$ cat src/rtl/sprite_render_if.sv
// Pixel-stream / sprite-ROM / mixer-output bundle for sprite_render.
// The slave modport is the render engine; the master modport is the scan source, ROM and mixer side.
interface sprite_render_if #(
  parameter int DATA_W = 12,
  parameter int ADDR_W = 13,
  parameter int COL_W  = 10,
  parameter int ROW_W  = 9
);
  logic              pix_valid;
  logic [COL_W-1:0]  col;
  logic [ROW_W-1:0]  row;
  logic [ADDR_W-1:0] mem_addr;
  logic [DATA_W-1:0] mem_data;
  logic              out_valid;
  logic              out_hit;
  logic [DATA_W-1:0] out_data;

  modport master (output pix_valid, col, row, mem_data,
                  input  mem_addr, out_valid, out_hit, out_data);
  modport slave  (input  pix_valid, col, row, mem_data,
                  output mem_addr, out_valid, out_hit, out_data);
endinterface

$ cat src/rtl/sprite_render.sv
// Raster-order sprite fetch engine with integer X/Y scaling and a fixed 3-cycle pipeline.
// Optional colour keying is enabled by defining SPRITE_KEY_EN.
module sprite_render #(
  parameter int               DATA_W  = 12,
  parameter int               ADDR_W  = 13,
  parameter int               COL_W   = 10,
  parameter int               ROW_W   = 9,
  parameter int               SCALE_W = 4,
  parameter logic [DATA_W-1:0] KEY    = 12'h000
) (
  input  logic               clk,
  input  logic               rst,
  input  logic               frame_start,
  input  logic               en,
  input  logic [COL_W-1:0]   posx,
  input  logic [ROW_W-1:0]   posy,
  input  logic [COL_W-1:0]   width,
  input  logic [ROW_W-1:0]   height,
  input  logic [ADDR_W-1:0]  base_addr,
  input  logic [SCALE_W-1:0] scale_x,
  input  logic [SCALE_W-1:0] scale_y,
  sprite_render_if.slave     bus
);
  localparam int STAGES = 3;

  typedef enum logic [2:0] {IDLE, WAIT, ACTIVE, GAP, DONE} state_t;

  typedef struct packed {
    logic               en;
    logic [COL_W-1:0]   posx;
    logic [ROW_W-1:0]   posy;
    logic [COL_W-1:0]   width;
    logic [ROW_W-1:0]   height;
    logic [ADDR_W-1:0]  base;
    logic [SCALE_W-1:0] sx_last;
    logic [SCALE_W-1:0] sy_last;
  } cfg_t;

  cfg_t               cfg_q;
  state_t             state_q, state_d;
  logic [COL_W-1:0]   src_x_q, src_x_d, cur_x;
  logic [ROW_W-1:0]   src_y_q, src_y_d;
  logic [SCALE_W-1:0] sub_x_q, sub_x_d, sub_y_q, sub_y_d, cur_sub;
  logic [ADDR_W-1:0]  line_base_q, line_base_d, draw_base;
  logic               draw, start_line;

  logic [STAGES-1:0]  vld_pipe;
  logic [1:0]         hit_pipe;
  logic [ADDR_W-1:0]  mem_addr_q;
  logic               out_hit_q, texel_hit;
  logic [DATA_W-1:0]  out_data_q;

  always_comb begin
    state_d     = state_q;
    src_x_d     = src_x_q;
    src_y_d     = src_y_q;
    sub_x_d     = sub_x_q;
    sub_y_d     = sub_y_q;
    line_base_d = line_base_q;
    start_line  = 1'b0;
    draw        = 1'b0;
    if (frame_start) begin
      state_d = en ? WAIT : IDLE;
    end else if (bus.pix_valid) begin
      unique case (state_q)
        WAIT: if (bus.row == cfg_q.posy && bus.col == cfg_q.posx) begin
          if (cfg_q.width == '0 || cfg_q.height == '0) begin
            state_d = DONE;
          end else begin
            start_line  = 1'b1;
            src_y_d     = '0;
            sub_y_d     = '0;
            line_base_d = cfg_q.base;
          end
        end
        ACTIVE: draw = 1'b1;
        // Only reachable again on the following row, since this row drew from posx rightwards.
        GAP: if (bus.col == cfg_q.posx) begin
          if (sub_y_q == cfg_q.sy_last) begin
            sub_y_d = '0;
            if (src_y_q == cfg_q.height - 1'b1) begin
              state_d = DONE;
            end else begin
              start_line  = 1'b1;
              src_y_d     = src_y_q + 1'b1;
              line_base_d = line_base_q + ADDR_W'(cfg_q.width);
            end
          end else begin
            start_line = 1'b1;
            sub_y_d    = sub_y_q + 1'b1;
          end
        end
        default: ;
      endcase
    end
    if (start_line) draw = 1'b1;
    cur_x     = start_line ? '0 : src_x_q;
    cur_sub   = start_line ? '0 : sub_x_q;
    draw_base = line_base_d;
    if (draw) begin
      state_d = ACTIVE;
      src_x_d = cur_x;
      if (cur_sub == cfg_q.sx_last) begin
        sub_x_d = '0;
        if (cur_x == cfg_q.width - 1'b1) state_d = GAP;
        else                             src_x_d = cur_x + 1'b1;
      end else begin
        sub_x_d = cur_sub + 1'b1;
      end
    end
  end

  always_ff @(posedge clk) begin
    if (rst) begin
      state_q     <= IDLE;
      cfg_q       <= '0;
      src_x_q     <= '0;
      src_y_q     <= '0;
      sub_x_q     <= '0;
      sub_y_q     <= '0;
      line_base_q <= '0;
    end else begin
      state_q     <= state_d;
      src_x_q     <= src_x_d;
      src_y_q     <= src_y_d;
      sub_x_q     <= sub_x_d;
      sub_y_q     <= sub_y_d;
      line_base_q <= line_base_d;
      if (frame_start) begin
        cfg_q.en      <= en;
        cfg_q.posx    <= posx;
        cfg_q.posy    <= posy;
        cfg_q.width   <= width;
        cfg_q.height  <= height;
        cfg_q.base    <= base_addr;
        cfg_q.sx_last <= (scale_x == '0) ? '0 : scale_x - 1'b1;
        cfg_q.sy_last <= (scale_y == '0) ? '0 : scale_y - 1'b1;
      end
    end
  end

`ifdef SPRITE_KEY_EN
  assign texel_hit = hit_pipe[1] && (bus.mem_data != KEY);
`else
  logic unused_key;
  assign unused_key = ^KEY;
  assign texel_hit  = hit_pipe[1];
`endif

  // C1 issues the ROM address, C2 waits on the ROM, C3 merges colour and hit.
  always_ff @(posedge clk) begin
    if (rst) begin
      vld_pipe   <= '0;
      hit_pipe   <= '0;
      mem_addr_q <= '0;
      out_hit_q  <= 1'b0;
      out_data_q <= '0;
    end else begin
      vld_pipe <= {vld_pipe[STAGES-2:0], bus.pix_valid};
      hit_pipe <= {hit_pipe[0], draw};
      if (draw) mem_addr_q <= draw_base + ADDR_W'(cur_x);
      if (vld_pipe[1]) begin
        out_hit_q  <= texel_hit;
        out_data_q <= texel_hit ? bus.mem_data : '0;
      end
    end
  end

  assign bus.out_valid = vld_pipe[STAGES-1];
  assign bus.out_hit   = out_hit_q;
  assign bus.out_data  = out_data_q;
  assign bus.mem_addr  = mem_addr_q;
endmodule

$ cat src/flat_wrapper.sv
// flat-port wrapper written by rule: the top's interface ports become plain ports
module sprite_render_flat 
#(
  parameter int               DATA_W  = 12,
  parameter int               ADDR_W  = 13,
  parameter int               COL_W   = 10,
  parameter int               ROW_W   = 9,
  parameter int               SCALE_W = 4,
  parameter logic [DATA_W-1:0] KEY    = 12'h000
)
  (clk, rst, frame_start, en, posx, posy, width, height, base_addr, scale_x, scale_y, bus_pix_valid, bus_col, bus_row, bus_mem_data, bus_mem_addr, bus_out_valid, bus_out_hit, bus_out_data);
  sprite_render_if #(.DATA_W(DATA_W), .ADDR_W(ADDR_W), .COL_W(COL_W), .ROW_W(ROW_W)) bus_i ();
  input  logic clk;
  input  logic rst;
  input  logic frame_start;
  input  logic en;
  input  logic [COL_W-1:0] posx;
  input  logic [ROW_W-1:0] posy;
  input  logic [COL_W-1:0] width;
  input  logic [ROW_W-1:0] height;
  input  logic [ADDR_W-1:0] base_addr;
  input  logic [SCALE_W-1:0] scale_x;
  input  logic [SCALE_W-1:0] scale_y;
  input wire logic [$bits(bus_i.pix_valid)-1:0] bus_pix_valid;
  input wire logic [$bits(bus_i.col)-1:0] bus_col;
  input wire logic [$bits(bus_i.row)-1:0] bus_row;
  input wire logic [$bits(bus_i.mem_data)-1:0] bus_mem_data;
  output wire logic [$bits(bus_i.mem_addr)-1:0] bus_mem_addr;
  output wire logic [$bits(bus_i.out_valid)-1:0] bus_out_valid;
  output wire logic [$bits(bus_i.out_hit)-1:0] bus_out_hit;
  output wire logic [$bits(bus_i.out_data)-1:0] bus_out_data;
  assign bus_i.pix_valid = bus_pix_valid;
  assign bus_i.col = bus_col;
  assign bus_i.row = bus_row;
  assign bus_i.mem_data = bus_mem_data;
  assign bus_mem_addr = bus_i.mem_addr;
  assign bus_out_valid = bus_i.out_valid;
  assign bus_out_hit = bus_i.out_hit;
  assign bus_out_data = bus_i.out_data;
  sprite_render #(.DATA_W(DATA_W), .ADDR_W(ADDR_W), .COL_W(COL_W), .ROW_W(ROW_W), .SCALE_W(SCALE_W), .KEY(KEY)) u_core (.clk(clk), .rst(rst), .frame_start(frame_start), .en(en), .posx(posx), .posy(posy), .width(width), .height(height), .base_addr(base_addr), .scale_x(scale_x), .scale_y(scale_y), .bus(bus_i));
endmodule
$ cat config.mk
export PLATFORM = sky130hd
export DESIGN_NAME = sprite_render_flat
export DESIGN_NICKNAME = d
export VERILOG_FILES = /design/src/rtl/sprite_render_if.sv /design/src/rtl/sprite_render.sv /design/src/flat_wrapper.sv
export SDC_FILE = /design/constraint.sdc
export NUM_CORES = 1
export LEC_CHECK = 0
export ABC_CLOCK_PERIOD_IN_PS = 7000
export CAP_MARGIN = 25
export CORE_ASPECT_RATIO = 0.6
export CORE_MARGIN = 1.5
export CORE_UTILIZATION = 28
export CTS_BUF_LIST = sky130_fd_sc_hd__clkbuf_8
export CTS_CLUSTER_DIAMETER = 150
export DETAILED_ROUTE_END_ITERATION = 16
export SYNTH_ARGS = -nofsm -noshare
export SYNTH_HDL_FRONTEND = slang
export SYNTH_SLANG_ARGS = --single-unit
$ cat constraint.sdc
create_clock -name clk -period 7 [get_ports clk]
set_input_delay 1.4 -clock clk [delete_from_list [all_inputs] [get_ports clk]]
set_output_delay 1.4 -clock clk [all_outputs]
set_load 0.03 [all_outputs]
# After elaboration in Yosys (flattened, before gate mapping)
# Cells that the tools add are included.
# W data, S select, Z words.
[word_totals] ff_bits=133 inputBits=95
[classes] eq_ne=19 addsub=10 n_bitwise=1 muxes=51 reduce_logical=12
[op_table] cell="$mux W13" count=7
[op_table] cell="$mux W9" count=5
[op_table] cell="$mux W4" count=8
[op_table] cell="$mux W10" count=3
[op_table] cell="$mux W3" count=9
[op_table] cell="$add A13 B10 Y13" count=2
[op_table] cell="$pmux W13 S2" count=1
[op_table] cell="$eq A10 B10 Y1" count=2
[op_table] cell="$ne A4 B2 Y1 const B" count=5
[op_table] cell="$eq A9 B9 Y1" count=2
[op_table] cell="$pmux W9 S2" count=1
[op_table] cell="$mux W1" count=13
[op_table] cell="$mux W12" count=1
[op_table] cell="$add A10 B1 Y10 const B" count=1
[op_table] cell="$logic_not A10 Y1" count=1
[op_table] cell="$sub A10 B1 Y10 const B" count=1
[op_table] cell="$add A9 B1 Y9 const B" count=1
[op_table] cell="$logic_not A9 Y1" count=1
[op_table] cell="$sub A9 B1 Y9 const B" count=1
[op_table] cell="$add A4 B1 Y4 const B" count=2
[op_table] cell="$eq A4 B4 Y1" count=2
[op_table] cell="$logic_not A4 Y1" count=2
[op_table] cell="$pmux W4 S2" count=1
[op_table] cell="$reduce_and A8 Y1" count=1
[op_table] cell="15 further kinds" count=20

# Longest topological paths before layout
[logic_depth] word_depth=13 depth_mapped=23 mapped_depth_nobuf=21

# Worst setup path before layout
# No wires, ideal clock.
[synth_timing] path_type="in2reg" startpoint="input bus_col[2]" endpoint="register u_core.mem_addr_q[10] (netlist: u_core.bus.mem_addr[10])" slack_ns=1.724 cell_stages=18 arrival_ns=5.185 setup_ns=0.091 path_buffers=0 path_cell_list="xor2_1 -> nor4_2 -> nand3_1 -> nor4_1 -> nand2_1 -> o21ai_0 -> a22o_1 -> ha_1 -> inv_1 -> fa_1 -> inv_1 -> a21o_1 -> o41ai_2 -> a311oi_1 -> o31ai_2 -> a21oi_1 -> o31ai_1 -> a311oi_1"
[synth_lines] element="start, declared" line="flat_wrapper.sv:25" text="input wire logic [$bits(bus_i.col)-1:0] bus_col;"
[synth_lines] element="$eq A10 B10 Y1 *" line="sprite_render.sv:66, sprite_render.sv:78"
[synth_lines] element="$logic_and A1 B1 Y1" line="sprite_render.sv:66" text="WAIT: if (bus.row == cfg_q.posy && bus.col == cfg_q.posx) begin"
[synth_lines] element="$mux W13" line="sprite_render.sv:66"
[synth_lines] element="$pmux W13 S2 *" line="sprite_render.sv:65" text="unique case (state_q)"
[synth_lines] element="$mux W13 *" line="sprite_render.sv:64" text="end else if (bus.pix_valid) begin"
[synth_lines] element="$mux W13 *" line="sprite_render.sv:62" text="if (frame_start) begin"
[synth_lines] element="via u_core.draw_base[0]" line="sprite_render.sv:44" text="logic [ADDR_W-1:0] line_base_q, line_base_d, draw_base;"
[synth_lines] element="$add A13 B10 Y13 *" line="sprite_render.sv:161" text="if (draw) mem_addr_q <= draw_base + ADDR_W'(cur_x);"
[synth_lines] element="end signal, assigned" line="sprite_render.sv:161"
[synth_lines] element="end, declared" line="sprite_render.sv:49" text="logic [ADDR_W-1:0] mem_addr_q;"
# The timed path passes the listed nets; every way through them passes the cells marked *.
# A chain may end at the register's enable or synchronous reset.

# Worst setup path in the final report
[layout_timing] startpoint="input bus_col[2]" endpoint="register u_core.mem_addr_q[11] (netlist: u_core.bus.mem_addr[11])"
# The elaborated chain is that of the path after synthesis.

==> impl_metrics.toml <==
[pwr]
p_switching_mw = 0.510
p_leak_nw = 3.76
switching_share_pct = 30.1
p_seq_share_pct = 47.3
power.total_mw = 1.70
p_per_area_nw_per_um2 = 174
power_frac_comb_pct = 13.1
peakVddDrop_v = 0.000156
power_frac_clock_pct = 39.6
p_int_mw = 1.19

[logic_synthesis]
synth_top_area_share_pct = 34.3
syn_area_per_cell_sq_um = 8.35
yosys.area.top_type = "dfxtp_1"
yosys_register_bits = 133
yosysSeqAreaShare_pct = 34.3
async_flop_share_pct = 0
synth_cell_types = 76
synth_edf_count = 0
syn_nets = 1050
synth_area_leaders = "dfxtp_1, mux2i_1, nor2_1"
syn_area_sq_um = 7760
synthFlopType = "dfxtp_1"
yosys_warnings = 0
syn_inst = 930

[floorplan]
pin_count = 122
fp.dieW_um = 218
die_area_sq_um = 28800
rows = 46
die_h_um = 132
start_util_pct = 29.0
coreArea_sq_um = 26800

[flow_run]
max_cap_violations = 0

[route]
viasPerCell = 5.14
routedWlPerCell_um = 17.2
drt-total-wl_um = 24400
drc_errors = 0
antenna_left = 0
firstDrtPassIters = 5
drt_iter0_markers = 596
via_count = 7285

[global_route]
gr-total-overflow = 0
grt_usage_pct = 17.2
grt_pass1_wl_um = 38300
first_global_vias = 6910
grt_max_degree = 85
grt_antenna_before_repair = 1

[worst_setup_path]
crit_fanout = 11
crit_arrival_ps = 5950
path_cells = "clkdlybuf4s50_1, xor2_1, nor4_2, nand4_1, a21oi_1, buf_4, nand2_1, o21ai_0, o21ai_0, a22oi_1, inv_1, ha_1, a21o_1, a21o_1, o31ai_1, a32o_1, a211oi_1, a211o_1, mux2i_1, nor3_1"
crit_path_start_kind = "input port"
crit_type = "in2reg"
crit_buf_inv = 3
critPathLaunch = "bus_col[2]"
r2r_start = "u_core.cfg_q[30]"
cp_slowest_cell = "a211oi_1"
critical-path-top-delay-family = "compound AO/OA/AOI/OAI gates"
setup.worst_path.end_class = "flop"
max_stage_delay_ps = 560
required_ps = 7340

[place]
placed_cells_incl_taps = 1385
portBuffers = 121
hpwl_um = 18400
globalplace.congestion = 0.892

[sta]
hold_violations = 0
grt_setup_unrepaired = "false"
fin_skew_ps = 15.3
relSlewSlack_pct = 38.5
fin_tns_setup_ps = 0
setup_viol_count_final = 0
clock.fmax_ghz = 0.178
min_period_ps = 5620
period_share_pct = 80.2
slew_violations = 0
holdWs_ps = 439
tightest_slew_ps = 923

[clock_tree]
cts_buffer_depth = 2
cts_tree = "yes"
clock-sinks = 133
cts_buffers = 17
clk_pin_slew_ps = 90
ctsResizeCount = 0
htreeDepth = 4
hold_buffers = 0
post_cts_buffers = 0
worstSkewPairLatency_ps = 490
root_buffer = "clkbuf_8"

[cells_and_area]
multi_input_area_sq_um = 4840
synthToLayoutAreaGrowth_pct = 25.8
finalNonFillerCells = 1418
num-fill-cells = 2817
final_cell_mix = "nor2_1, dfxtp_1, clkdlybuf4s50_1"
finalNetCount = 1164
area.sequential_sq_um = 2660
final_common_cell = "nor2_1"
drive_gt1_share_pct = 7.19

[status]
status = "complete, no violations"

[worst_hold_path]
holdCritStartpoint = "u_core.vld_pipe[0]"
hold_class = "reg2reg"
-- power by group through the flow --
stage	combinational (mW)	sequential [mW]	clock, mW
after detailed placement	0.222	0.819	0
after floorplan	0.134	0.809	0
final	0.222	0.802	0.671
after global placement	0.219	0.819	0
after CTS	0.223	0.802	0.695
after global routing	0.244	0.805	0.729
-- metal layers --
| layer | track usage [%] | up-vias | part of all wire, % | routed length (um) |
|---|---|---|---|---|
| li1 | - | 3595 | - | - |
| met1 | 25.4 | 3395 | 51 | 12300 |
| met2 | 23.1 | 270 | 38 | 9380 |
| met3 | 6.60 | 25 | 9.9 | 2420 |
| met4 | 3.75 | 0 | 1.0 | 255 |
| met5 | 0 | - | 0 | 0 |
-- cell families after synthesis --
group / share of synthesized area (%)
simple gates: 23.0
compound gates: 19.4
flops: 34.3
buf+inv: 3.43
mux: 8.15
xor+xnor: 7.22
fa+ha+maj: 4.48
-- final timing paths --
path,end,slack [ps],cells past startpoint
max reg2reg,u_core.bus.mem_addr[11],1860,19
min reg2reg,u_core.vld_pipe[1],440,1
min,u_core.vld_pipe[1],440,1
max,u_core.bus.mem_addr[11],1380,20
-- metrics by stage --
stage               util, %  area [sq um]  setup WS (ps)
floorplan                 -          7760           1720
CTS                    36.4          9770           1470
global route           36.4          9770           1040
detailed placement     34.9          9370            941
finish                 36.4          9770           1380
global placement       34.9          9370           1050
-- synthesized netlist by cell type, types with 10 or more instances --
library cell,count
a21oi_1,44
a22oi_1,18
a31oi_1,10
and2_1,20
and3_1,22
clkbuf_1,34
dfxtp_1,133
ha_1,23
inv_1,28
mux2i_1,61
nand2_1,68
nand3_1,23
nor2_1,138
nor2b_1,10
nor3_1,19
nor4_1,11
o21ai_0,37
o31ai_1,10
xnor2_1,32
xor2_1,32
-- state kept, by name (all words and copies together), names as in the netlist --
register	flops
u_core.sub_y_q	4
u_core.vld_pipe	3
u_core.cfg_q	59
u_core.bus.out_data	12
u_core.src_x_q	10
u_core.src_y_q	9
u_core.hit_pipe	2
u_core.sub_x_q	4
u_core.state_q	3
u_core.bus.mem_addr	13
u_core.bus.out_hit	1
u_core.line_base_q	13
-- layout make-up --
type                            count  area share [%]
Clock buffer                       17            2.40
Antenna cell                        1          0.0256
Multi-Input combinational cell    728            49.5
Clock inverter                     15            1.67
Sequential cell                   133            27.3
Inverter                           29            1.11
Timing Repair Buffer              135            13.4
Tap cell                          360            4.61
Power figures use the tool's default switching activity.
